### config.mk
export PLATFORM = sky130hd
export DESIGN_NAME = cdb_arb
export DESIGN_NICKNAME = d
export VERILOG_FILES = /design/src/rtl/cdb_arb_pkg.sv /design/src/rtl/cdb_fifo2.sv /design/src/rtl/cdb_arb.sv
export SDC_FILE = /design/constraint.sdc
export NUM_CORES = 1
export LEC_CHECK = 0
export CELL_PAD_IN_SITES_DETAIL_PLACEMENT = 1
export CELL_PAD_IN_SITES_GLOBAL_PLACEMENT = 2
export CORE_MARGIN = 4
export CORE_UTILIZATION = 30
export DETAILED_ROUTE_END_ITERATION = 16
export PLACE_DENSITY = 0.72
export REMOVE_ABC_BUFFERS = 1
export SLEW_MARGIN = 20
export SYNTH_ARGS = -nofsm -noshare
export SYNTH_HDL_FRONTEND = slang
export SYNTH_SLANG_ARGS = --single-unit
### constraint.sdc
create_clock -name clk -period 5.5 [get_ports clk]
set_input_delay 1.375 -clock clk [delete_from_list [all_inputs] [get_ports clk]]
set_output_delay 1.375 -clock clk [all_outputs]
set_load 0.02 [all_outputs]
### src/rtl/cdb_arb_pkg.sv
// Shared types for the common-data-bus arbiter: ROB id / data widths and the broadcast packet.
// Latency: n/a (types and constants only).
// Backpressure: n/a.
package cdb_arb_pkg;

  localparam int ROB_SIZE_CLOG = 5;
  localparam int DATA_LEN      = 32;
  localparam int N_REQ_DEFAULT = 4;

  // One functional-unit result as it travels through the buffer and onto the bus.
  typedef struct packed {
    logic [ROB_SIZE_CLOG-1:0] robid;
    logic [DATA_LEN-1:0]      data;
  } cdb_pkt_t;

endpackage

### src/rtl/cdb_fifo2.sv
// Two-entry result buffer for one CDB requester; head is always the oldest entry.
// Latency: a pushed entry is visible at head the cycle after the push edge (no bypass).
// Backpressure: the owner must not push when count==2 nor pop when count==0.
module cdb_fifo2
  import cdb_arb_pkg::*;
(
  input  logic       clk,
  input  logic       rst,
  input  logic       clear,
  input  logic       push,
  input  cdb_pkt_t   push_pkt,
  input  logic       pop,
  output cdb_pkt_t   head,
  output logic [1:0] count
);

  cdb_pkt_t mem [2];
  logic     wr_ptr;
  logic     rd_ptr;

  // Storage write; contents need no reset because count gates their visibility.
  always_ff @(posedge clk) begin
    if (push && !rst && !clear) begin
      mem[wr_ptr] <= push_pkt;
    end
  end

  // Pointer and occupancy bookkeeping; reset and clear drop everything held.
  always_ff @(posedge clk) begin
    if (rst || clear) begin
      wr_ptr <= 1'b0;
      rd_ptr <= 1'b0;
      count  <= 2'd0;
    end else begin
      if (push) begin
        wr_ptr <= ~wr_ptr;
      end
      if (pop) begin
        rd_ptr <= ~rd_ptr;
      end
      count <= count + 2'(push) - 2'(pop);
    end
  end

  assign head = mem[rd_ptr];

  // Guard the owner's side of the contract.
  a_no_overflow : assert property (@(posedge clk) disable iff (rst || clear)
    !(push && count == 2'd2));
  a_no_underflow : assert property (@(posedge clk) disable iff (rst || clear)
    !(pop && count == 2'd0));

endmodule

### src/rtl/cdb_arb.sv
// Common-data-bus arbiter: per-requester 2-deep buffers, round-robin grant, registered broadcast.
// Latency: push in cycle N -> arbitrated in N+1 -> on cdb_* in N+2.
// Backpressure: req_rdy[i] drops when buffer i holds 2 entries, and during flush or reset.
module cdb_arb
  import cdb_arb_pkg::*;
#(
  parameter int N_REQ      = N_REQ_DEFAULT,
  parameter int FIFO_DEPTH = 2
) (
  input  logic                                 clk,
  input  logic                                 rst,
  input  logic                                 flush,
  input  logic [N_REQ-1:0]                     req_v,
  output logic [N_REQ-1:0]                     req_rdy,
  input  logic [N_REQ-1:0][ROB_SIZE_CLOG-1:0]  req_robid,
  input  logic [N_REQ-1:0][DATA_LEN-1:0]       req_data,
  output logic                                 cdb_v,
  output logic [ROB_SIZE_CLOG-1:0]             cdb_robid,
  output logic [DATA_LEN-1:0]                  cdb_data,
  output logic [$clog2(N_REQ)-1:0]             cdb_src
);

  localparam int             SRC_W     = $clog2(N_REQ);
  localparam int             SUM_W     = SRC_W + 1;
  localparam logic [1:0]     DEPTH_CNT = 2'(FIFO_DEPTH);
  localparam logic [SUM_W-1:0] N_REQ_W = SUM_W'(N_REQ);
  localparam logic [SRC_W-1:0] LAST_IDX = SRC_W'(N_REQ - 1);

  cdb_pkt_t             in_pkt     [N_REQ];
  cdb_pkt_t             fifo_head  [N_REQ];
  logic [1:0]           fifo_count [N_REQ];
  logic [N_REQ-1:0]     push;
  logic [N_REQ-1:0]     pop;
  logic [N_REQ-1:0]     nonempty;

  logic [SRC_W-1:0]     rr_ptr;
  logic [SRC_W-1:0]     winner;
  logic                 grant;
  logic [SUM_W-1:0]     search_sum;
  logic [SRC_W-1:0]     search_idx;

  for (genvar g = 0; g < N_REQ; g++) begin : g_req
    // Ready depends only on registered occupancy plus the flush/reset controls.
    assign req_rdy[g]  = (fifo_count[g] < DEPTH_CNT) && !flush && !rst;
    assign push[g]     = req_v[g] && req_rdy[g];
    assign pop[g]      = grant && (winner == SRC_W'(g)) && !flush && !rst;
    assign nonempty[g] = (fifo_count[g] != 2'd0);
    assign in_pkt[g]   = '{robid: req_robid[g], data: req_data[g]};

    cdb_fifo2 u_fifo (
      .clk      (clk),
      .rst      (rst),
      .clear    (flush),
      .push     (push[g]),
      .push_pkt (in_pkt[g]),
      .pop      (pop[g]),
      .head     (fifo_head[g]),
      .count    (fifo_count[g])
    );
  end

  // Round-robin search: first non-empty buffer at or after rr_ptr, wrapping modulo N_REQ.
  always_comb begin
    grant      = 1'b0;
    winner     = '0;
    search_sum = '0;
    search_idx = '0;
    for (int k = 0; k < N_REQ; k++) begin
      search_sum = {1'b0, rr_ptr} + SUM_W'(k);
      if (search_sum >= N_REQ_W) begin
        search_sum = search_sum - N_REQ_W;
      end
      search_idx = search_sum[SRC_W-1:0];
      if (!grant && nonempty[search_idx]) begin
        grant  = 1'b1;
        winner = search_idx;
      end
    end
  end

  // Broadcast register and pointer update; payload holds its last value while idle.
  always_ff @(posedge clk) begin
    if (rst) begin
      cdb_v     <= 1'b0;
      cdb_robid <= '0;
      cdb_data  <= '0;
      cdb_src   <= '0;
      rr_ptr    <= '0;
    end else if (flush) begin
      cdb_v  <= 1'b0;
      rr_ptr <= '0;
    end else if (grant) begin
      cdb_v     <= 1'b1;
      cdb_robid <= fifo_head[winner].robid;
      cdb_data  <= fifo_head[winner].data;
      cdb_src   <= winner;
      rr_ptr    <= (winner == LAST_IDX) ? '0 : winner + 1'b1;
    end else begin
      cdb_v <= 1'b0;
    end
  end

  // At most one buffer is drained per cycle, and a flush always silences the next cycle.
  a_single_pop : assert property (@(posedge clk) disable iff (rst) $onehot0(pop));
  a_flush_quiet : assert property (@(posedge clk) disable iff (rst) flush |=> !cdb_v);

endmodule

# Word-level counts from Yosys, hierarchy flattened
# Memory sizes are Yosys's and may differ from the RTL's. A register that Yosys moved wholly into a read port is not among the register bits.
# Index checks and enable logic that the tools add are counted.
word_totals:
  register_bits: 58
  ramBits: 296
  in_bits: 155
  wordCells: 152
  memories: 4
memory_table:
  columns: ["memory", "depth", "word_bits", "read_ports", "rd_clocked_by_memory_dff", "wr", "line_no", "text"]
  rows:
  - ["g_req[0].u_fifo.mem", 2, 37, 1, 1, 1, "cdb_fifo2.sv:17", "cdb_pkt_t mem [2];"]
  - ["g_req[1].u_fifo.mem", 2, 37, 1, 1, 1, "cdb_fifo2.sv:17", null]
  - ["g_req[2].u_fifo.mem", 2, 37, 1, 1, 1, "cdb_fifo2.sv:17", null]
  - ["g_req[3].u_fifo.mem", 2, 37, 1, 1, 1, "cdb_fifo2.sv:17", null]
op_classes:
  addsub: 16
  order_cmp: 13
  n_eq_ne: 3
  muxes: 41
  bitwise: 10
  reduce_logical: 48
ops:
  columns: ["cell", "count"]
  rows:
  - ["37-bit binary-select mux with 2-bit select", 1]
  - ["37-bit 2-to-1 mux", 2]
  - ["1-bit logical AND", 35]
  - ["1-bit 2-to-1 mux", 25]
  - ["2-bit 2-to-1 mux", 9]
  - ["3-bit >= comparator, second input constant", 4]
  - ["2-bit by 3-bit less-than comparator with 1-bit output, second input constant", 4]
  - ["1-bit NOT", 9]
  - ["2-bit by 1-bit adder with 2-bit output", 4]
  - ["1-bit binary-select mux with 2-bit select", 4]
  - ["2-bit less-than comparator, second input constant", 4]
  - ["2-bit nonzero test", 4]
  - ["2-bit by 1-bit subtractor with 2-bit output", 4]
  - ["2-bit by 1-bit subtractor with 2-bit output, second input constant", 4]
  - ["2-bit by 2-bit adder with 3-bit output, second input constant", 2]
  - ["1-bit zero test", 5]
  - ["2-bit equality test, second input constant", 2]
  - ["2-bit by 1-bit adder with 3-bit output, second input constant", 1]
  - ["2-bit by 3-bit >= comparator with 1-bit output, second input constant", 1]
  - ["2-bit NOT with 3-bit output", 1]
  - ["2-bit by 1-bit adder with 2-bit output, second input constant", 1]
  - ["2-bit by 1-bit equality test with 1-bit output, second input constant", 1]
  - ["2-bit zero test", 1]
  - ["2-bit AND reduction", 1]
  - ["2 further kinds", 2]

# Logic depth before layout (Yosys ltp)
logic_depth:
  depth_word: 20
  mapped_depth: 13
  ltp_nobuf: 12

# Hierarchy
# Synthesis repeated with hierarchy kept, for this count alone.
hier_totals:
  hier_cells: 801
  hier_area_um2: 14662.8
modules_own_cells:
  columns: ["mod", "n_inst", "cells_per_inst", "area_each_um2", "seq_area_each_um2"]
  rows:
  - ["cdb_fifo2", 4, 135, 3040.4, 2322.2]
  - ["cdb_arb", 1, 261, 2501.1, 840.8]

# Worst setup path before layout
# Ideal clock, no wire load.
synth_timing:
  path_type: "input-to-reg"
  start: "in rst"
  end: "mem g_req[0].u_fifo.mem[0][0] (netlist bit), enable pin"
  setup_time_ns: 0.431
  arrival_ns: 4.158
  required_ns: 5.069
  slack_ns: 0.911
  stages: 6
  cell_sequence: "clkbuf_1 or2_2 clkbuf_1 nor2_1 nand2_1 nor2_1"
synth_via:
  elab_chain_len: 7
synth_rtl:
  columns: ["item", "line_no", "text"]
  rows:
  - ["start: declaration", "cdb_arb.sv:11", "input logic rst,"]
  - ["1-bit zero test", "cdb_arb.sv:44", "assign req_rdy[g] = (fifo_count[g] < DEPTH_CNT) && !flush && !rst;"]
  - ["1-bit logical AND", "cdb_arb.sv:44", null]
  - ["net req_rdy[0]", "cdb_arb.sv:14", "output logic [N_REQ-1:0] req_rdy,"]
  - ["1-bit logical AND", "cdb_arb.sv:45", "assign push[g] = req_v[g] && req_rdy[g];"]
  - ["1-bit logical AND (2 in a row)", "cdb_fifo2.sv:23", "if (push && !rst && !clear) begin"]
  - ["1-bit 2-to-1 mux", "cdb_fifo2.sv:23", null]
  - ["1-bit 2-to-1 mux (implied by the code)", "cdb_fifo2.sv:24", "mem[wr_ptr] <= push_pkt;"]
  - ["end: declaration", "cdb_fifo2.sv:17", null]
# The timed path passes the listed nets, and every way through them passes these cells.

# Worst setup path after layout
layout_timing:
  start: "in flush"
  end: "out req_rdy[2]"
layout_via:
  elab_chain_len: 3
layout_rtl:
  columns: ["item", "line_no", "text"]
  rows:
  - ["start: declaration", "cdb_arb.sv:12", "input logic flush,"]
  - ["1-bit zero test", "cdb_arb.sv:44", null]
  - ["1-bit logical AND (2 in a row)", "cdb_arb.sv:44", null]
  - ["end: declaration", "cdb_arb.sv:14", null]
# Every way passes these cells.

==> metrics.cfg <==
[status]
outcome = completed

[sta]
fin_skew_ps = 19.4
period_minus_slack_ps = 4690
rsz0062_at_grt = no
min_period_over_period = 0.852
slew_headroom = 0.316
worstMarginPinSlew_ps = 1030
hold_viol = 0
timing.hold.ws_ps = 472
setup_viol = 0
fmax_mhz = 213
setup-tns-final_ps = 0
slew_viol_final = 0

[synthesis]
netlist_area_mm2 = 0.0140
yosysTopAreaCell = edfxtp_1
synth_cell_type_count = 36
seq_area_frac_synth = 0.724
async_reset_ff_frac = 0
syn_inst = 900
ys_seq_elements = 358
synthFlopType = edfxtp_1
synth_area_leaders = edfxtp_1 64%, dfxtp_1 8.9%, mux2_2 6.0%
postSynthAreaPerCell_um2 = 15.6
synth-edff-count = 296
yosys_warnings = 0
synth_top_area_frac = 0.635

[placement]
port_buffers = 198
gp_congestion = 0.722
dp_hpwl_um = 25400

[power_and_ir_drop]
switching_share = 0.213
power.density_mw_per_mm2 = 334
p_int_uw = 4720
clkPwrFrac = 0.424
p_leak_uw = 0.00602
comb_power_share = 0.070
switchingPower_uw = 1280
p_seq_frac = 0.506
irDropWorstVdd_uv = 172

[run]
max_cap_violations = 0

[floorplan]
die_x_um = 224
design.die.area_mm2 = 0.0502
die_h_um = 224
start_util = 0.306
num_rows = 78
pin_count = 199
fp.coreArea_mm2 = 0.0458

[clocking]
hold_buffers = 0
cts-htree-levels = 2
postCtsResizedCells = 0
clock_latency_ps = 550
cts_setup_buffers = 0
cts_made_buffers = 40
cts_tree = yes
ctsLongestPathBuffers = 3
clockRootBuffer = clkbuf_16
cts.sinks = 358
clk_pin_slew_worst_paths_ps = 60

[worst_setup_path]
path_buf_inv = 2
endpoint_kind = output pin
worstSetupPathType = in2out
worstPathMaxFanout = 21
critPathLaunchType = input port
worstPathRequired_ps = 4120
crit_slowest_cell = clkdlybuf4s50_1
startpoint = flush
crit_chain = clkdlybuf4s50_1, or2_2, nor2_1, clkdlybuf4s50_1
slowest_delay_ps = 670
timing.rr.start = g_req[3].u_fifo.count[1]
cp_data_arrival_time_ps = 3310
crit_top_cell = clkdlybuf4s50_1
crit_family = buffers and inverters

[route]
met1_length_um = 18100
vias = 8405
met2_length_um = 19800
drc = 0
topRoutingLayerUsed = met5
ant_nets = 0
routed_wirelength_um = 40700
firstDrtPassIters = 4
drt_iter0_markers = 506
vias_per_cell = 4.88
wl_met3_um = 2020
wl_per_cell_um = 23.6

[final_layout]
n_antenna_cell = 0
nets = 1260
mostFrequentLayoutCell = edfxtp_1
fill_cells = 4614
seqCellArea_mm2 = 0.0101
layout-drive-gt1-share = 0.150
multi_input_area_mm2 = 0.00369
final_cell_mix = 296 x edfxtp_1, 197 x clkdlybuf4s50_1, 76 x o21ai_0
area_growth_syn_to_layout_pct = 28.2

[worst_hold_path]
hp-start = cdb_src[0]
hp-class = reg2reg

[global_routing]
grt_pass1_vias = 9301
track_usage = 0.159
grt_pass1_wl_um = 59500
antenna_found_initial = 5
grt_max_degree = 79
globalRouteOverflowTotal = 0

==> power by group through the flow <==
| stage | logic (µW) | registers [µW] | clock network [µW] |
|---|---|---|---|
| finish | 419 | 3030 | 2540 |
| global route | 454 | 3030 | 2740 |
| CTS | 427 | 3030 | 2620 |
| detailed placement | 425 | 3090 | 0 |
| global placement | 414 | 3090 | 0 |
| floorplan | 135 | 3100 | 0 |
==> synthesized netlist by cell type (all sizes together), types with 6 or more instances <==
| cell | n |
|---|---|
| o21ai | 76 |
| nor2 | 28 |
| inv | 7 |
| mux2 | 74 |
| buf | 19 |
| clkbuf | 40 |
| ha | 9 |
| dfxtp | 62 |
| o21bai | 39 |
| xor2 | 9 |
| nand3 | 75 |
| a21oi | 10 |
| mux2i | 74 |
| a221oi | 37 |
| edfxtp | 296 |
| and2 | 6 |
| nand2 | 9 |
==> worst paths after layout <==
| path | to | slack [ps] | cells after the start |
|---|---|---|---|
| max | req_rdy[2] | 810 | 4 |
| min | cdb_src[0] | 470 | 2 |
| max reg2reg | g_req[3].u_fifo.count[1] | 2040 | 12 |
| min reg2reg | cdb_src[0] | 470 | 2 |
==> stage by stage <==
| stage | util | worst slack, ps | total power, µW | instances | instance area (µm²) |
|---|---|---|---|---|---|
| floorplan | - | 1130 | 3240 | 841 | 13800 |
| global placement | 0.365 | 880 | 3500 | 1653 | 16700 |
| detailed placement | 0.365 | 843 | 3510 | 1654 | 16700 |
| CTS | 0.392 | 835 | 6080 | 1723 | 17900 |
| global route | 0.392 | 752 | 6220 | 1723 | 17900 |
| finish | 0.392 | 811 | 5990 | 1723 | 17900 |
==> routing by layer <==
| layer | up-vias | global-route usage |
|---|---|---|
| li1 | 3887 | - |
| met1 | 4262 | 0.209 |
| met2 | 186 | 0.268 |
| met3 | 60 | 0.0400 |
| met4 | 10 | 0.0314 |
| met5 | - | 0 |
==> worst register-to-register path: cells and delay by family, from the launching register on <==
kind / cells / cell delay (ps)
adders and majority gates: 3 / 690
and+or+nand+nor: 4 / 1580
buffers and inverters: 2 / 210
xor gates and xnor gates: 2 / 370
DFF: 1 / 350
AOI/OAI and AO/OA: 1 / 140
==> final cells by class <==
type / count / area share
Clock inverter: 8 / 0.00502
Clock buffer: 61 / 0.0636
Multi-Input combinational cell: 475 / 0.206
Timing Repair Buffer: 213 / 0.117
Inverter: 8 / 0.00181
Sequential cell: 358 / 0.565
Tap cell: 600 / 0.0418
==> state kept, by name (all words and copies together) (netlist names), named ones only <==
name and flops:
rr_ptr 2, cdb_src 2, g_req.u_fifo.mem 296, cdb_data 32
cdb_v 1, g_req.u_fifo.wr_ptr 4, g_req.u_fifo.rd_ptr 4, g_req.u_fifo.count 8
cdb_robid 5
==> kinds of logic (layout without fill, tap and decap cells) <==
kind of cell	after synthesis	in the layout	share of synthesized area
AO/OA/AOI/OAI	169	169	0.0796
adder cells (fa/ha/maj)	9	9	0.00805
XOR/XNOR	13	13	0.00813
multiplexers	148	148	0.112
flip-flops	358	358	0.724
buffers and inverters	67	290	0.0192
AND/OR/NAND/NOR	136	136	0.0489
(Power assumes the default switching activity.)
